===== src/rtl/serial_nibble_collector.sv =====
// Assembles serial bits into WIDTH-bit words (MSB- or LSB-first, chosen per word)
// and queues completed words in a show-ahead FIFO with a sticky overflow flag.
module serial_nibble_collector #(
    parameter int WIDTH = 4,
    parameter int DEPTH = 4
) (
    input  logic                     clock,
    input  logic                     reset,
    input  logic                     bit_valid,
    input  logic                     bit_in,
    input  logic                     msb_first,
    input  logic                     flush,
    input  logic                     clr_ovf,
    input  logic                     out_ready,
    output logic                     out_valid,
    output logic [WIDTH-1:0]         out_data,
    output logic [$clog2(DEPTH):0]   level,
    output logic [$clog2(WIDTH)-1:0] bit_cnt,
    output logic                     overflow
);

    localparam int CW = $clog2(WIDTH);
    localparam int PW = $clog2(DEPTH);
    localparam int LW = PW + 1;
    localparam logic [CW-1:0] LAST_BIT = CW'(WIDTH - 1);
    localparam logic [LW-1:0] FULL_LVL = LW'(DEPTH);

    logic [WIDTH-1:0] acc_q, acc_d;
    logic [CW-1:0]    bit_cnt_q, bit_cnt_d;
    logic             order_q, order_d;
    logic [PW-1:0]    wr_ptr_q, wr_ptr_d;
    logic [PW-1:0]    rd_ptr_q, rd_ptr_d;
    logic [LW-1:0]    level_q, level_d;
    logic             overflow_q, overflow_d;

    logic [WIDTH-1:0] mem [DEPTH];

    logic             accept;
    logic             cur_order;
    logic [WIDTH-1:0] shifted;
    logic             push;
    logic             pop;
    logic             full;
    logic             wr_en;
    logic             drop;

    always_comb begin
        accept = bit_valid && !flush;
        // The first bit of a word uses the live msb_first; later bits use the latched order.
        cur_order = (bit_cnt_q == '0) ? msb_first : order_q;
        shifted = cur_order ? {acc_q[WIDTH-2:0], bit_in} : {bit_in, acc_q[WIDTH-1:1]};
        push = accept && (bit_cnt_q == LAST_BIT);
        pop = (level_q != '0) && out_ready;
        full = (level_q == FULL_LVL);
        // When full, a coinciding pop frees the slot the push writes into.
        wr_en = push && (!full || pop);
        drop = push && full && !pop;
    end

    always_comb begin
        acc_d      = acc_q;
        bit_cnt_d  = bit_cnt_q;
        order_d    = order_q;
        wr_ptr_d   = wr_ptr_q;
        rd_ptr_d   = rd_ptr_q;
        level_d    = level_q;
        overflow_d = overflow_q;

        if (flush) begin
            acc_d     = '0;
            bit_cnt_d = '0;
        end else if (accept) begin
            acc_d     = shifted;
            bit_cnt_d = (bit_cnt_q == LAST_BIT) ? '0 : bit_cnt_q + CW'(1);
            if (bit_cnt_q == '0) begin
                order_d = msb_first;
            end
        end

        if (wr_en) begin
            wr_ptr_d = wr_ptr_q + PW'(1);
        end
        if (pop) begin
            rd_ptr_d = rd_ptr_q + PW'(1);
        end
        if (wr_en && !pop) begin
            level_d = level_q + LW'(1);
        end else if (!wr_en && pop) begin
            level_d = level_q - LW'(1);
        end

        if (drop) begin
            overflow_d = 1'b1;
        end else if (clr_ovf) begin
            overflow_d = 1'b0;
        end
    end

    always_ff @(posedge clock or negedge reset) begin
        if (!reset) begin
            acc_q      <= '0;
            bit_cnt_q  <= '0;
            order_q    <= 1'b1;
            wr_ptr_q   <= '0;
            rd_ptr_q   <= '0;
            level_q    <= '0;
            overflow_q <= 1'b0;
        end else begin
            acc_q      <= acc_d;
            bit_cnt_q  <= bit_cnt_d;
            order_q    <= order_d;
            wr_ptr_q   <= wr_ptr_d;
            rd_ptr_q   <= rd_ptr_d;
            level_q    <= level_d;
            overflow_q <= overflow_d;
        end
    end

    // Storage needs no reset: stale entries are never visible while level is 0.
    always_ff @(posedge clock) begin
        if (wr_en) begin
            mem[wr_ptr_q] <= shifted;
        end
    end

    assign out_valid = (level_q != '0);
    assign out_data  = out_valid ? mem[rd_ptr_q] : '0;
    assign level     = level_q;
    assign bit_cnt   = bit_cnt_q;
    assign overflow  = overflow_q;

endmodule


===== config.mk =====
export PLATFORM = sky130hd
export DESIGN_NAME = serial_nibble_collector
export DESIGN_NICKNAME = d
export VERILOG_FILES = /design/src/rtl/serial_nibble_collector.sv
export SDC_FILE = /design/constraint.sdc
export NUM_CORES = 1
export LEC_CHECK = 0
export CAP_MARGIN = 40
export CORE_ASPECT_RATIO = 0.8
export CORE_UTILIZATION = 35
export CTS_BUF_LIST = sky130_fd_sc_hd__clkbuf_4 sky130_fd_sc_hd__clkbuf_8 sky130_fd_sc_hd__clkbuf_16
export CTS_CLUSTER_DIAMETER = 60
export CTS_CLUSTER_SIZE = 24
export DETAILED_ROUTE_END_ITERATION = 10
export GPL_TIMING_DRIVEN = 0
export SLEW_MARGIN = 20
export SYNTH_ARGS = -nofsm -noshare
export SYNTH_HDL_FRONTEND = slang
export SYNTH_SLANG_ARGS = --single-unit

===== constraint.sdc =====
create_clock -name clock -period 2.4 [get_ports clock]
set_clock_uncertainty 0.05 [all_clocks]
set_input_delay 0.48 -clock clock [delete_from_list [all_inputs] [get_ports clock]]
set_output_delay 0.48 -clock clock [all_outputs]
set_load 0.01 [all_outputs]

# == Word-level counts from Yosys, hierarchy flattened ==
# Memory sizes are Yosys's and may differ from the RTL's.
# Index checks and enable logic that the tools add are counted.
# word_totals
ff_bits,15
latchBits,0
ramBits,16
mem_bits_ro,0
in_bits,8
output_inout_bits,11
word_cells,49
memories,1
# classes
add_sub_neg,5
multipliers,0
div_mod_pow,0
order_cmp,0
eq_ne,2
shift,0
mux,14
n_bitwise,1
n_reduce_logical,19
# mem_list
memory,words,word_bits,read_ports,rd_clocked_by_memory_dff,wr,line_no,source
mem,4,4,1,0,1,36,logic [WIDTH-1:0] mem [DEPTH];
# ops
operator,count
$mux W4,4
$logic_and A1 B1 Y1,8
$add A2 B1 Y2 const B,3
$mux W2,3
$mux W3,2
$reduce_bool A2 Y1,3
$mux W1,5
$logic_not A1 Y1,4
$add A3 B1 Y3 const B,1
$eq A3 B3 Y1 const B,1
$reduce_bool A3 Y1,1
$sub A3 B1 Y3 const B,1
$eq A2 B2 Y1 const B,1
$logic_not A2 Y1,1
$reduce_and A2 Y1,1
$logic_or A1 B1 Y1,1
$not A1 Y1,1

# == Logic depth before layout (Yosys ltp) ==
# Gate-level depths: netlist of run 1.
# logic_depth
ltp_word,8
mapped_depth,10
depth_no_buf,9

# == Worst setup path after synthesis of run 1 ==
# Ideal clock, no wire load.
# synth_path
path_kind,reg2reg
from,"reg level_q[0], in the netlist level[0]"
to,"reg level_q[1], in the netlist level[1]"
setup_ps,125
arrival_ps,2171
path_slack_ps,54
path_stages_with_launch,8
path_buffers,1
period_less_slack_ps,2346
path_cell_list,dfrtp_1 -> or4b_1 -> nor2b_1 -> buf_6 -> ha_1 -> inv_1 -> fa_1 -> mux2_2
# synth_rtl
element,line_no,source
from (decl),33,"logic [LW-1:0] level_q, level_d;"
from (signal assigned),114,level_q <= level_d;
$eq A3 B3 Y1 / $reduce_bool A3 Y1 (equally long branches),"54, 53",
$logic_not A1 Y1 / $logic_and A1 B1 Y1 (equally long branches),"56, 53",
$logic_or A1 B1 Y1 *,56,wr_en = push && (!full || pop);
$logic_and A1 B1 Y1 *,56,
net wr_en,44,logic wr_en;
$logic_and A1 B1 Y1 *,86,if (wr_en && !pop) begin
$mux W3 *,86,
net level_d[1],33,
# Mark *: on every way through the listed nets, which the timed path passes. The rest lies on a longest branch. The select of a mux whose other input is x is not followed.
# A chain may end at the register's enable or synchronous reset.

# == Worst setup path in the final report of run 1 ==
# layout_path
from,in out_ready
to,"reg level_q[1], in the netlist level[1]"
# layout_rtl
element,line_no,source
from (decl),14,"input logic out_ready,"
$logic_and A1 B1 Y1,53,pop = (level_q != '0) && out_ready;
$logic_or A1 B1 Y1,56,
$logic_and A1 B1 Y1,56,
net wr_en,44,
$logic_and A1 B1 Y1,86,
$mux W3,86,
net level_d[1],33,
# The timed path passes the listed nets, and every way through them passes these cells.

==> results of run 1 <==
==> kinds of logic after synthesis <==
group	Yosys count	synth area share, %
xor gates and xnor gates	6	3.65
AOI/OAI and AO/OA	7	3.21
adders and majority gates	8	7.47
muxes	12	12.6
buffers and inverters	11	3.39
DFF	31	59.5
and+or+nand+nor	28	10.2
==> worst max path at each step <==
stage | startpoint | endpoint | slack [ps]
5_1_grt | out_ready | level[1]$_DFFE_PN0P_ | 20
3_5_place_dp | out_ready | level[1]$_DFFE_PN0P_ | -520
4_1_cts | level[0]$_DFFE_PN0P_ | level[1]$_DFFE_PN0P_ | 30
2_1_floorplan | level[0]$_DFFE_PN0P_ | level[1]$_DFFE_PN0P_ | 50
3_3_place_gp | out_ready | level[1]$_DFFE_PN0P_ | -500
6_report | out_ready | level[1]$_DFFE_PN0P_ | 40
==> layer usage <==
metal,vias up,wire (um),GRT usage (%)
met5,-,0,0
met4,0,72,9.34
met3,7,66,3.57
met2,16,1240,21.8
met1,424,1180,16.9
li1,407,-,-
==> flip-flops by register name, indices dropped and copies added (netlist names) <==
signal / count
mem: 16
order_q: 1
wr_ptr_q: 2
rd_ptr_q: 2
level: 3
bit_cnt: 2
acc_q: 4
overflow: 1
==> cell usage after synthesis (all sizes together) <==
| cell type | instances | area, um^2 |
|---|---|---|
| edfxtp | 16 | 480 |
| dfrtp | 14 | 350 |
| nor2 | 11 | 41.3 |
| and2 | 8 | 50.1 |
| ha | 7 | 87.6 |
| inv | 7 | 26.3 |
| mux2 | 6 | 71.3 |
| mux4 | 4 | 90.1 |
| o21a | 4 | 30.0 |
| xnor2 | 4 | 35.0 |
| clkbuf | 3 | 11.3 |
| mux2i | 2 | 20.0 |
| nand2 | 2 | 7.51 |
| xor2 | 2 | 17.5 |
| a21oi | 1 | 5.00 |
| buf | 1 | 11.3 |
| dfstp | 1 | 26.3 |
| fa | 1 | 20.0 |
| nand2b | 1 | 6.26 |
| nand3 | 1 | 5.00 |
| nand3b | 1 | 7.51 |
| nor2b | 1 | 6.26 |
| nor3b | 1 | 7.51 |
| o21ai | 1 | 5.00 |
| o22ai | 1 | 6.26 |
| or3 | 1 | 6.26 |
| or4b | 1 | 10.0 |
==> final cells by class <==
| cell class | count | area (um^2) | share of cell area (%) |
|---|---|---|---|
| clock buffer | 5 | 68.8 | 3.77 |
| multi-input combinational | 61 | 564 | 31.0 |
| tap | 55 | 68.8 | 3.77 |
| timing repair buffer | 20 | 181 | 9.95 |
| buffer | 2 | 15.0 | 0.824 |
| sequential | 31 | 860 | 47.2 |
| clock inverter | 3 | 38.8 | 2.13 |
| inverter | 7 | 26.3 | 1.44 |
==> critical path, cell delays in order <==
cell	delay [ps]
dlygate4sd2_1	260
or4b_4	560
nor2b_4	140
buf_6	130
ha_4	160
inv_1	60
fa_1	410
mux2_2	270
==> where the power goes <==
part | switching [mW] | leakage (nW) | internal [mW] | total (mW)
logic | 0.218 | 0.349 | 0.338 | 0.556
clock network | 0.187 | 0.0556 | 0.303 | 0.490
registers | 0.0958 | 0.329 | 0.640 | 0.736
==> repair_timing <==
item,in CTS,in global routing
setup buffers,3,0
gates resized for setup,10,6
hold buffers,0,0
setup endpoints to repair,6,2
pin swaps,0,1
==> flow_summary.toml, run 1 <==
[logic_synthesis]
ys_warn_count = 0
synth.distinct_cells = 28
synth.avg_cell_area_um2 = 14.0
seq_area_frac_synth_pct = 59.5
synth-seq-cells = 31
syn_inst = 103
syn_area_um2 = 1440
syn-num-nets = 119

[sta]
fin_ws_ps = 42.8
min_period_ps = 2360
setup_tns_ps = 0
fin_crit_sh_pct = 98.2
tightest_slew_ps = 707
slew_viol_final = 0
max_slew_margin_pct = 52.7
hold_viol = 0
setup_viol = 0
max_freq_mhz = 424
timing.hold.ws_ps = 420
rsz0062_at_grt = "false"

[cts]
cts-root-buf = "clkbuf_8"
htree_levels = 2
cts_tree = "built"
clk_pin_slew_worst_paths_ps = 60
cts.sinks = 31
insertion_delay_ps = 280
numCtsBuffers = 5
clockBufferDepth = 2

[floorplan]
dieArea_um2 = 4380
ios = 19
core_um2 = 3880
die_y_um = 59.4
start_util_pct = 37.2
rows = 20
die_w_um = 73.8

[placed_design]
place_inst = 175
portBuffers = 17
postPlaceCellArea_um2 = 1680
pre_cts_ws_ps = -516
place_hpwl_mm = 1.82
place.gp.congestion = 0.773

[power]
ir_drop_mv = 0.363
total_power_mw = 1.78
p_leak_nw = 0.734
power_per_cell_area_nw_per_um2 = 978

[worst_setup_path]
cp_max_fo = 7
rrSetupSlack_ps = 90
worstPathRequired_ps = 2520
cp-start-kind = "primary input"
reg2reg_to = "level[1]$_DFFE_PN0P_"
worst-setup-path-type = "primary input to flop"
end_kind = "flop"
crit_arrival_ps = 2470
r2r_cells = 7
r2r_start = "level[1]$_DFFE_PN0P_"

[hold_path]
holdPathEnd = "bit_cnt[1]$_DFFE_PN0P_"
min_path_cells = 2
holdCritPathClass = "primary input to flop"
hold_start = "flush"

[layout]
layout.cells.most_common = "edfxtp_1"
instances_no_fill = 184
syn2layout_area_growth_pct = 26.5
finalInstanceArea_um2 = 1820
drive_gt1_share_pct = 22.5
final_cell_mix = "edfxtp_1 (16), dfrtp_1 (12), nor2_1 (11), clkdlybuf4s50_1 (11), and2_1 (8)"
fin_util_pct = 47.0
fillers = 346
antenna_cells = 0
nets = 144

[global_routing]
antenna_found_initial = 0
grt_max_degree = 16
overflow = 0
grt_pass1_wl_mm = 4.07
track_usage_pct = 13.9
grt_pass1_vias = 861

[detailed_routing]
drc = 0
routed_wl_mm = 2.56
wl_per_cell_um = 13.9
ant_nets = 0
drt_iter0_drc = 34
vias_per_cell = 4.64
num_vias = 854
drtPass1Iterations = 4

[job]
cap_viol_max_count = 0

[outcome]
status = "completed"
(Power assumes the default switching activity.)
==> run 2: changes to the inputs <==
CAP_MARGIN = 15   (was 40)
==> results of run 2 <==
Same layout as run 1: the final DEF is identical, and so are final timing and power.
